File: src/rtl/dmem_arb_pkg.sv
// Shared types and constants for the two-port data-memory arbiter.
// Optional round-robin arbitration is enabled by DMEM_ARB_RR_EN.
package dmem_arb_pkg;

  localparam int ADDR_W_DEF    = 16;
  localparam int DATA_W_DEF    = 16;
  localparam int MEM_DEPTH_DEF = 8;

  localparam logic PORT_CPU = 1'b0;
  localparam logic PORT_DMA = 1'b1;

  typedef enum logic [1:0] {
    IDLE,
    ACCESS,
    RESP
  } state_t;

endpackage

File: src/rtl/dmem_arb_pick.sv
// Two-way request pick: fixed priority to port 0, or round-robin
// against last_grant when DMEM_ARB_RR_EN is defined.
module dmem_arb_pick (
  input  logic req0,
  input  logic req1,
  input  logic last_grant,
  output logic winner,
  output logic valid
);

  assign valid = req0 | req1;

`ifdef DMEM_ARB_RR_EN
  assign winner = (req0 & req1) ? ~last_grant : req1;
`else
  logic unused_last_grant;
  assign unused_last_grant = last_grant;
  assign winner = ~req0 & req1;
`endif

endmodule

File: src/rtl/dmem_arbiter.sv
// Serialises CPU and DMA accesses onto the single-port data memory.
// Define DMEM_ARB_RR_EN for round-robin instead of fixed priority.
module dmem_arbiter
  import dmem_arb_pkg::*;
#(
  parameter int ADDR_W    = ADDR_W_DEF,
  parameter int DATA_W    = DATA_W_DEF,
  parameter int MEM_DEPTH = MEM_DEPTH_DEF
) (
  input  logic              clk,
  input  logic              rst_n,
  input  logic              p0_req,
  input  logic              p0_we,
  input  logic [ADDR_W-1:0] p0_addr,
  input  logic [DATA_W-1:0] p0_wdata,
  output logic              p0_gnt,
  output logic              p0_rvalid,
  output logic [DATA_W-1:0] p0_rdata,
  output logic              p0_err,
  input  logic              p1_req,
  input  logic              p1_we,
  input  logic [ADDR_W-1:0] p1_addr,
  input  logic [DATA_W-1:0] p1_wdata,
  output logic              p1_gnt,
  output logic              p1_rvalid,
  output logic [DATA_W-1:0] p1_rdata,
  output logic              p1_err,
  output logic [ADDR_W-1:0] mem_access_addr,
  output logic [DATA_W-1:0] mem_write_data,
  output logic              mem_write_en,
  output logic              mem_read,
  input  logic [DATA_W-1:0] mem_read_data
);

  localparam logic [ADDR_W-1:0] DEPTH = ADDR_W'(MEM_DEPTH);

  state_t state, state_nx;

  logic              last_grant;
  logic              win, win_v, take;
  logic              own, we_q, ok_q, err_q, rsp;
  logic [DATA_W-1:0] rdata_q;
  logic              c_we, c_ok;
  logic [ADDR_W-1:0] c_addr;
  logic [DATA_W-1:0] c_wdata;

  dmem_arb_pick u_pick (
    .req0      (p0_req),
    .req1      (p1_req),
    .last_grant(last_grant),
    .winner    (win),
    .valid     (win_v)
  );

  assign c_we    = win ? p1_we    : p0_we;
  assign c_addr  = win ? p1_addr  : p0_addr;
  assign c_wdata = win ? p1_wdata : p0_wdata;
  assign c_ok    = c_addr < DEPTH;

  always_comb begin
    state_nx = state;
    take     = 1'b0;
    unique case (state)
      IDLE: begin
        if (win_v && rst_n) begin
          state_nx = ACCESS;
          take     = 1'b1;
        end
      end
      ACCESS:  state_nx = RESP;
      RESP:    state_nx = IDLE;
      default: state_nx = IDLE;
    endcase
  end

  always_ff @(posedge clk) begin
    if (!rst_n) begin
      state           <= IDLE;
      own             <= PORT_CPU;
      we_q            <= 1'b0;
      ok_q            <= 1'b0;
      err_q           <= 1'b0;
      rdata_q         <= '0;
      mem_access_addr <= '0;
      mem_write_data  <= '0;
      mem_write_en    <= 1'b0;
      mem_read        <= 1'b0;
    end else begin
      state        <= state_nx;
      mem_write_en <= 1'b0;
      mem_read     <= 1'b0;
      if (take) begin
        own             <= win;
        we_q            <= c_we;
        ok_q            <= c_ok;
        mem_access_addr <= c_addr;
        mem_write_data  <= c_wdata;
        mem_write_en    <= c_we & c_ok;
        mem_read        <= ~c_we & c_ok;
      end
      // Out-of-range or write: never expose memory data.
      if (state == ACCESS) begin
        rdata_q <= (~we_q & ok_q) ? mem_read_data : '0;
        err_q   <= ~ok_q;
      end
    end
  end

`ifdef DMEM_ARB_RR_EN
  always_ff @(posedge clk) begin
    if (!rst_n) begin
      last_grant <= PORT_DMA;
    end else if (take) begin
      last_grant <= win;
    end
  end
`else
  assign last_grant = PORT_DMA;
`endif

  assign rsp = state == RESP;

  assign p0_gnt    = take & (win == PORT_CPU);
  assign p1_gnt    = take & (win == PORT_DMA);
  assign p0_rvalid = rsp & (own == PORT_CPU);
  assign p1_rvalid = rsp & (own == PORT_DMA);
  assign p0_rdata  = p0_rvalid ? rdata_q : '0;
  assign p1_rdata  = p1_rvalid ? rdata_q : '0;
  assign p0_err    = p0_rvalid & err_q;
  assign p1_err    = p1_rvalid & err_q;

endmodule

File: config.mk
export PLATFORM = sky130hd
export DESIGN_NAME = dmem_arbiter
export DESIGN_NICKNAME = d
export VERILOG_FILES = /design/src/rtl/dmem_arb_pkg.sv /design/src/rtl/dmem_arb_pick.sv /design/src/rtl/dmem_arbiter.sv
export SDC_FILE = /design/constraint.sdc
export NUM_CORES = 1
export LEC_CHECK = 0
export BUFFER_PORTS_ARGS = -buffer_cell sky130_fd_sc_hd__buf_2
export CAP_MARGIN = 20
export CORE_ASPECT_RATIO = 0.75
export CORE_MARGIN = 2
export CORE_UTILIZATION = 25
export CTS_CLUSTER_DIAMETER = 40
export DETAILED_ROUTE_END_ITERATION = 6
export MAX_ROUTING_LAYER = met4
export SKIP_CTS_REPAIR_TIMING = 1
export SYNTH_ARGS = -nofsm -noshare
export SYNTH_HDL_FRONTEND = slang
export SYNTH_HIERARCHICAL = 1
export SYNTH_SLANG_ARGS = --single-unit
File: constraint.sdc
create_clock -name clk -period 2.1 [get_ports clk]
set_clock_uncertainty 0.15 [all_clocks]
set_input_delay 0.42 -clock clk [delete_from_list [all_inputs] [get_ports clk]]
set_output_delay 0.42 -clock clk [all_outputs]
set_load 0.01 [all_outputs]
; Yosys cells after proc, flatten, opt, wreduce, memory -nomap -nowiden
; Index checks and enable logic that the tools add are counted.
[word_totals]
regBits = 56
latch_bits = 0
ramBits = 0
romBits = 0
output_inout_bits = 72
n_memories = 0
[op_classes]
n_addsub = 0
multipliers = 0
div = 0
n_lt_le_gt_ge = 1
n_eq_ne = 3
shift = 0
mux = 10
bitwise = 17
reduce_logical = 3
[ops]
columns = op, count
row1 = $mux W16, 5
row2 = $lt A16 B4 Y1 const B, 1
row3 = $and A1 B1 Y1, 10
row4 = $not A1 Y1, 6
row5 = $pmux W2 S2, 1
row6 = $mux W1, 3
row7 = $eq A2 B1 Y1 const B, 1
row8 = $eq A2 B2 Y1 const B, 1
row9 = $logic_not A2 Y1, 1
row10 = $mux W2, 1
row11 = $ne A2 B2 Y1 const B, 1
row12 = $reduce_and A2 Y1, 1
row13 = $logic_and A1 B1 Y1, 1
row14 = $or A1 B1 Y1, 1

; Logic depth before layout (Yosys ltp)
; Gate-level depths: netlist of the first run.
[depth]
ltp_word = 5
ltp_mapped = 6
ltp_nobuf = 5

; By module
; The synthesis of the first run kept the hierarchy.
[modules_own_cells]
columns = module, instances, cells_each, area_each_um2
row1 = dmem_arbiter, 1, 276, 2534.9
row2 = dmem_arb_pick, 1, 2, 12.5

; Worst setup path before layout of the first run
; OpenSTA, ideal clock, no wires.
[synth_timing]
path_type = input-to-output
start = in p1_req
end = out p0_gnt
t_arrival_ns = 1.460
setup_slack_ns = 0.070
cell_stages = 5
path_cell_list = nor2b_1 buf_2 buf_4 buf_2 nor4_1
[synth_between]
elab_chain_len = 5
[synth_lines]
columns = element, line
row1 = from (decl), dmem_arbiter.sv:20  ; input logic p1_req,
row2 = $or A1 B1 Y1, dmem_arb_pick.sv:11  ; assign valid = req0 | req1;
row3 = $logic_and A1 B1 Y1, dmem_arbiter.sv:65  ; if (win_v && rst_n) begin
row4 = $mux W1, dmem_arbiter.sv:65
row5 = $mux W1, dmem_arbiter.sv:63  ; unique case (state)
row6 = $and A1 B1 Y1 *, dmem_arbiter.sv:123  ; assign p0_gnt = take & (win == PORT_CPU);
row7 = to (decl), dmem_arbiter.sv:16  ; output logic p0_gnt,
; Mark *: on every way between the ends. The rest lies on a longest branch, timed or not.

; Worst setup path after layout of the first run
[layout_timing]
start = reg state[0]
end = out p1_rdata[13]
[layout_between]
elab_chain_len = 3
[layout_lines]
columns = element, line
row1 = from (decl), dmem_arbiter.sv:37  ; state_t state, state_nx;
row2 = from (signal assigned), dmem_arbiter.sv:89  ; state <= state_nx;
row3 = $eq A2 B2 Y1, dmem_arbiter.sv:121  ; assign rsp = state == RESP;
row4 = $and A1 B1 Y1, dmem_arbiter.sv:126  ; assign p1_rvalid = rsp & (own == PORT_DMA);
row5 = $mux W16, dmem_arbiter.sv:128  ; assign p1_rdata = p1_rvalid ? rdata_q : '0;
row6 = to (decl), dmem_arbiter.sv:26  ; output logic [DATA_W-1:0] p1_rdata,
; No other way between the ends.

==> results.cfg, run 1 <==
[timing]
hold_violations = 0
fin_crit_ns = 1.97
drv_slew = 0
finalWorstSetupSlack_ns = 0.132
clock.fmax_mhz = 508
setup_viol = 0
tightestPinTransition_ns = 0.351
maxSlewHeadroom_pct = 75.9
period_share_pct = 93.7
rsz0062_at_grt = no

[cells_and_area]
final_nets = 515
syn_to_final_growth_pct = 44.0
fillers = 1035
multiInputGateArea_mm2 = 0.00132
layout-drive-gt1-share_pct = 42.3
design_area_mm2 = 0.00366
seqCellArea_mm2 = 0.00112
final_cells = 562
utilization_pct = 37.5
antennaDiodeCount = 0

[place]
dp_cells = 553
dpl.hpwl_um = 5540
portBuffers = 157
gp_congestion = 0.812
dpl-instance-area_mm2 = 0.00349
place_ws_ns = 0.240

[floorplan]
dieArea_mm2 = 0.0110
die_w_um = 120
rows = 31
die_y_um = 91.4
initial_core_util_pct = 26.0
io_pins = 158
coreArea_mm2 = 0.00977

[setup_path]
crit_chain = and3b_1 > buf_4 > and2_1 > buf_2
crit_path_top_delay_cell = dfxtp_2
critPathLaunchType = flip-flop
required_ns = 1.53
path_max_fanout = 18
endpoint_kind = primary output
reg2reg_to = rdata_q[7]
rr_worst_depth = 5
reg2reg_from = state[1]
cp.arrival_ns = 1.40
worst_path_largest_cell_delay_ns = 0.42
path_class = flip-flop to primary output
rrSetupSlack_ns = 0.60

[detailed_routing]
ant_nets = 0
vias_per_cell = 4.46
wire_per_inst_um = 12.5
vias = 2505
drtPass1Iterations = 4
drc = 0
postRouteWirelength_um = 7010
drt_iter0_markers = 78

[logic_synthesis]
synth.net_count = 363
ys_warn_count = 6
syn_area_mm2 = 0.00254
syn_inst = 277
avgSynthCellArea_um2 = 9.18

[power]
leakage_nw = 1.74
ir_drop_uv = 356
power_density_mw_per_mm2 = 668

[cts]
cts_tree = done
cts_made_buffers = 5
cts_buffer_depth = 2
clk_pin_slew_ns = 0.07
clk_latency_ns = 0.28
clock-root-buffer = clkbuf_16
htreeDepth = 2
cts.sinks = 56

[global_route]
grt_max_degree = 61
grt_first_pass_wirelength_um = 11400
grt-ovfl-total = 0
grt_pass1_vias = 2424
grt_use_total_pct = 13.1
antenna_found_initial = 0

[hold_path]
hold_end = rdata_q[9]
hp-class = input port to flip-flop
min-delay-start = mem_read_data[9]
whs_path_depth = 3

[flow_run]
max-cap-violations = 0

[outcome]
status = finished clean
## state kept, by name, summed over array words and instances (netlist names)
| name | count |
|---|---|
| mem_access_addr | 16 |
| mem_write_data | 16 |
| rdata_q | 16 |
| state | 2 |
| err_q | 1 |
| mem_read | 1 |
| mem_write_en | 1 |
| ok_q | 1 |
| own | 1 |
| we_q | 1 |
## critical path, delay by kind of cell, from the launching register on
kind	cells	cell delay (ns)
buffers and inverters	2	0.32
flip-flops	1	0.42
AND/OR/NAND/NOR	2	0.38
## where the power goes
part | leakage [nW] | internal (mW) | switching [mW]
Clock | 0.0772 | 0.478 | 0.378
Sequential | 0.459 | 1.13 | 0.0381
Combinational | 1.20 | 0.198 | 0.227
Total | 1.74 | 1.80 | 0.643
## how the worst max path moves through the flow
stage | startpoint | to | slack [ns] | cells past startpoint
4_1_cts | state[1] | p0_rdata[14] | -0.08 | 4
2_1_floorplan | p1_req | p0_gnt | 0.07 | 5
3_3_place_gp | state[1] | p0_rdata[14] | 0.28 | 4
3_5_place_dp | state[1] | p0_rdata[14] | 0.24 | 4
6_report | state[0] | p1_rdata[13] | 0.13 | 4
5_1_grt | state[0] | p1_rdata[13] | 0.05 | 4
## area by class of cell
| cell class | count | share of cell area, % |
|---|---|---|
| timing repair buffer | 168 | 24.4 |
| inverter | 2 | 0.205 |
| multi-input combinational | 196 | 36.1 |
| clock inverter | 2 | 0.376 |
| clock buffer | 6 | 3.79 |
| tap | 132 | 4.51 |
| sequential | 56 | 30.7 |
## metrics by stage
step           power, mW  setup TNS, ns  hold WS [ns]
2_1_floorplan       1.41              0         0.292
3_3_place_gp        1.61              0         0.331
3_5_place_dp        1.62              0         0.342
4_1_cts             2.48         -0.915         0.218
5_1_grt             2.58              0         0.230
6_report            2.45              0         0.223
## cells in the final DEF, fill, tap and decap left out, types with 3 or more instances in the layout
master     count
clkbuf_16      5
a211oi_1      33
nor2_1        55
buf_4          9
mux2i_1       34
dfxtp_1       54
nor3_1         3
a22oi_1       16
or4_1          3
buf_2        157
nor4_1         3
and2_1        35
## layer usage
metal  track usage, %  vias up  routed length (um)
met5                -        -                   0
met4             2.81        0                  44
met3             3.08        4                 483
met2             21.7       91                3210
met1             16.1     1124                3270
li1                 -     1286                   -
(Power assumes the default switching activity.)
==> inputs of run 2 (changes only) <==
GPL_TIMING_DRIVEN = 0   (was default)
==> run 2 against run 1 <==
Hold slack worse by 0.0065 ns; die area unchanged; critical path type is now input port to primary output; wire length up 13%; critical path depth up 2; first-iteration DRC count up 64%; non-clock buffer count up 15; power down 0.71%; sequential cell count unchanged; global-route usage up 1.3 points; maximum frequency down 4.5%; clock power down 3.9%; sequential power about the same.
==> results.cfg, run 2 (synthesis gave the netlist of run 1 again) <==
[outcome]
status = finished clean

[global_route]
grt_max_degree = 18
antenna_found_initial = 0
grt_pass1_vias = 2419
grt-ovfl-total = 0
grt_use_total_pct = 14.4
grt_first_pass_wirelength_um = 12300

[floorplan]
die_y_um = 91.4
coreArea_mm2 = 0.00977
initial_core_util_pct = 26.0
io_pins = 158
rows = 31
die_w_um = 120
dieArea_mm2 = 0.0110

[detailed_routing]
drt_iter0_markers = 128
wire_per_inst_um = 13.7
vias_per_cell = 4.47
drtPass1Iterations = 4
postRouteWirelength_um = 7890
drc = 0
vias = 2580
ant_nets = 0

[setup_path]
crit_buf_inv = 4
crit_path_top_delay_cell = nor4_2
path_common_cell = buf_2
cp_top_family = buffers and inverters
worst_path_largest_cell_delay_ns = 0.28
cp.arrival_ns = 1.49
critPathLaunchType = input port
path_class = input port to primary output
endpoint_kind = primary output
path_max_fanout = 19
crit_chain = buf_2 > nor2b_1 > buf_2 > buf_4 > nor4_2 > buf_2
required_ns = 1.53

[hold_path]
hp-class = input port to flip-flop

[timing]
fin_tns_setup_ns = 0
finalWorstSetupSlack_ns = 0.0393
hold_violations = 0
drv_slew = 0
maxSlewHeadroom_pct = 64.3
tightestPinTransition_ns = 0.536
setup_viol = 0
clock.fmax_mhz = 485
holdWs_ns = 0.217
fin_crit_ns = 2.06
period_share_pct = 98.1

[cells_and_area]
fillers = 1003
final_cell_mix = buf_2, nor2_1, dfxtp_1, and2_1, mux2i_1
syn_to_final_growth_pct = 45.2
antennaDiodeCount = 0
reg_top3 = mem_access_addr: 16 flops, mem_write_data: 16 flops, rdata_q: 16 flops
final_nets = 530
final_cells = 577
final_common_cell = buf_2
layout-drive-gt1-share_pct = 42.7

[cts]
cts_tree = done
cts_buffer_depth = 2
clk_pin_slew_ns = 0.07
clk_latency_ns = 0.29
cts_made_buffers = 5
clock-root-buffer = clkbuf_16
htreeDepth = 2
cts.sinks = 56

[place]
dp_cells = 566
portBuffers = 157
dpl.hpwl_um = 6200
place_ws_ns = -0.164
gp_congestion = 0.891

[power]
ir_drop_uv = 308
leakage_nw = 1.77
power_density_mw_per_mm2 = 658
total_power_mw = 2.43

[flow_run]
max-cap-violations = 0
run 2: cell count changes in the layout (fill, tap and decap cells not counted), sizes merged:
cell    change
clkinv      +2
clkbuf      +8
buf         +6
inv         -1
run 2: layout make-up:
| cell class | instances | area, um^2 | share of cell area, % |
|---|---|---|---|
| buffer | 21 | 109 | 2.95 |
| tap | 132 | 165 | 4.47 |
| inverter | 2 | 7.51 | 0.203 |
| sequential | 56 | 1120 | 30.4 |
| clock buffer | 5 | 125 | 3.39 |
| timing repair buffer | 162 | 823 | 22.3 |
| clock inverter | 3 | 18.8 | 0.508 |
| multi-input combinational | 196 | 1320 | 35.8 |
run 2: power breakdown:
part | internal (mW) | switching [mW]
Sequential | 1.13 | 0.0382
Clock | 0.441 | 0.382
Combinational | 0.199 | 0.241
Total | 1.77 | 0.662
run 2: routing by layer:
metal	GRT usage (%)	vias to the layer above	wire length, um
met3	3.83	6	536
li1	-	1312	-
met1	18.4	1161	3680
met5	-	-	0
met2	23.1	101	3620
met4	2.42	0	52
run 2: path summary, 6_finish.rpt:
check / end / depth (start not counted) / slack [ns] / from
setup reg to reg: mem_access_addr[9] / 4 / 0.49 / state[1]
hold / removal: rdata_q[14] / 3 / 0.22 / mem_read_data[14]
hold reg to reg: ok_q / 2 / 0.33 / ok_q
setup / recovery: p0_gnt / 6 / 0.04 / p1_req
run 2: per-stage QoR:
stage / area, um^2 / utilization [%]
after floorplan: 2540 / -
after global placement: 3490 / 35.8
after detailed placement: 3490 / 35.8
after CTS: 3640 / 37.2
after global routing: 3690 / 37.8
final: 3690 / 37.8
run 2: tightest hold or removal path, delay by kind of cell:
family	cells	cell delay (ns)
buffers and inverters	1	0.08
and+or+nand+nor	1	0.07
AOI/OAI and AO/OA	1	0.05
==> inputs of run 3 (changes only) <==
CELL_PAD_IN_SITES_DETAIL_PLACEMENT = 0   (was default)
CELL_PAD_IN_SITES_GLOBAL_PLACEMENT = 1   (was default)
PLACE_DENSITY_LB_ADDON = 0.1   (was default)
==> run 3 against run 2 <==
Sequential power barely moved; final cell count is 1.0% higher; design area grew 2.5%; die area unchanged; wire length grew 5.6%.
==> results.cfg, run 3 (synthesis gave the netlist of run 1 again) <==
[outcome]
status = finished clean

[cts]
cts_tree = done
clk_pin_slew_ns = 0.07
cts.sinks = 56
htreeDepth = 2
cts_made_buffers = 5
cts_buffer_depth = 2
clock-root-buffer = clkbuf_16
clk_latency_ns = 0.30

[place]
place_ws_ns = -0.230
portBuffers = 157
dpl.hpwl_um = 6470
dpl-instance-area_mm2 = 0.00349
gp_congestion = 0.799

[setup_path]
path_class = flip-flop to primary output
critPathLaunchType = flip-flop
cp.arrival_ns = 1.47
required_ns = 1.53
reg2reg_from = state[1]
reg2reg_to = mem_write_data[12]
critPathCapture = p1_gnt
startpoint = state[1]
rr_worst_depth = 5
path_max_fanout = 7
endpoint_kind = primary output
rrSetupSlack_ns = 0.35

[cells_and_area]
final_nets = 536
utilization_pct = 38.7
final_cell_mix = buf_2, nor2_1, dfxtp_1, and2_1, mux2i_1
reg_top3 = mem_access_addr: 16 flops, mem_write_data: 16 flops, rdata_q: 16 flops
antennaDiodeCount = 0
syn_to_final_growth_pct = 48.8
layout-drive-gt1-share_pct = 43.7
design_area_mm2 = 0.00379
final_common_cell = buf_2

[power]
pwr-share-comb_pct = 18.6
power.share.clock_pct = 34.5
power_density_mw_per_mm2 = 656
switchingPower_mw = 0.669
p_seq_share_pct = 46.9
ir_drop_uv = 267
cellInternalPower_mw = 1.81
swShare_pct = 26.9
leakage_nw = 1.81
total_power_mw = 2.48

[floorplan]
dieArea_mm2 = 0.0110
io_pins = 158
rows = 31
die_w_um = 120
die_y_um = 91.4
coreArea_mm2 = 0.00977
initial_core_util_pct = 26.0

[global_route]
grt_use_met1_pct = 20.9
grt_first_pass_wirelength_um = 12900
grt_use_met3_pct = 3.77
antenna_found_initial = 0
grt-ovfl-total = 0
top_usage_layer = met2
grt_use_total_pct = 15.5
grt_pass1_vias = 2503
grt_max_degree = 17
gr-usage-met2_pct = 23.2

[detailed_routing]
drtPass1Iterations = 4
wire_per_inst_um = 14.3
ant_nets = 0
vias = 2573
drt_iter0_markers = 82
postRouteWirelength_um = 8340
drc = 0
vias_per_cell = 4.41

[timing]
setup_viol = 0
period_share_pct = 97.2
drv_slew = 0
hold_violations = 0
fin_crit_ns = 2.04
tightestPinTransition_ns = 0.494
clock.fmax_mhz = 490
holdWs_ns = 0.206
finalWorstSetupSlack_ns = 0.0596
maxSlewHeadroom_pct = 67.1

[hold_path]
hp-class = input port to flip-flop

[flow_run]
max-cap-violations = 0
run 3: cell types whose count changed in the layout (fill, tap and decap cells not counted), moves of 2 or more:
cell and delta:
dfxtp_2 -2, buf_4 +4, buf_6 +3, dfxtp_4 +2
run 3: layout make-up:
class	instances	area, um^2
fill	1061	5990
multi-input combinational	196	1330
sequential	56	1130
timing repair buffer	168	885
tap	132	165
clock buffer	6	139
buffer	21	119
clock inverter	2	10.0
inverter	2	7.51
run 3: layer usage:
metal	share of wire, %	up-vias
met1	49	1158
met5	0	-
met2	43	89
li1	-	1318
met3	6.6	8
met4	1.1	0
run 3: power groups by stage:
stage / sequential, mW / clock [mW] / combinational, mW
floorplan: 1.21 / 0 / 0.199
detailed placement: 1.19 / 0 / 0.435
global placement: 1.19 / 0 / 0.434
CTS: 1.16 / 0.890 / 0.437
finish: 1.16 / 0.857 / 0.461
global route: 1.17 / 0.936 / 0.515
run 3: metrics by stage:
step	instances	setup TNS, ns
after floorplan	277	0
after global placement	566	-1.28
after detailed placement	566	-1.71
after CTS	574	-8.97
after global routing	583	-0.00237
final	583	0
run 3: how the worst min path moves through the flow:
stage	startpoint	endpoint	slack, ns	cells after the start
6_report	mem_read_data[11]	rdata_q[11]	0.21	3
5_1_grt	mem_read_data[10]	rdata_q[10]	0.21	3
4_1_cts	mem_read_data[11]	rdata_q[11]	0.20	3
3_5_place_dp	ok_q	ok_q	0.32	2
3_3_place_gp	ok_q	ok_q	0.32	2
2_1_floorplan	ok_q	ok_q	0.29	2
run 3: critical path, stage by stage, from the launching register on:
cell     delay [ns]
dfxtp_4        0.36
buf_12         0.12
nor3_4         0.27
buf_6          0.18
and2_1         0.12
buf_2          0.12
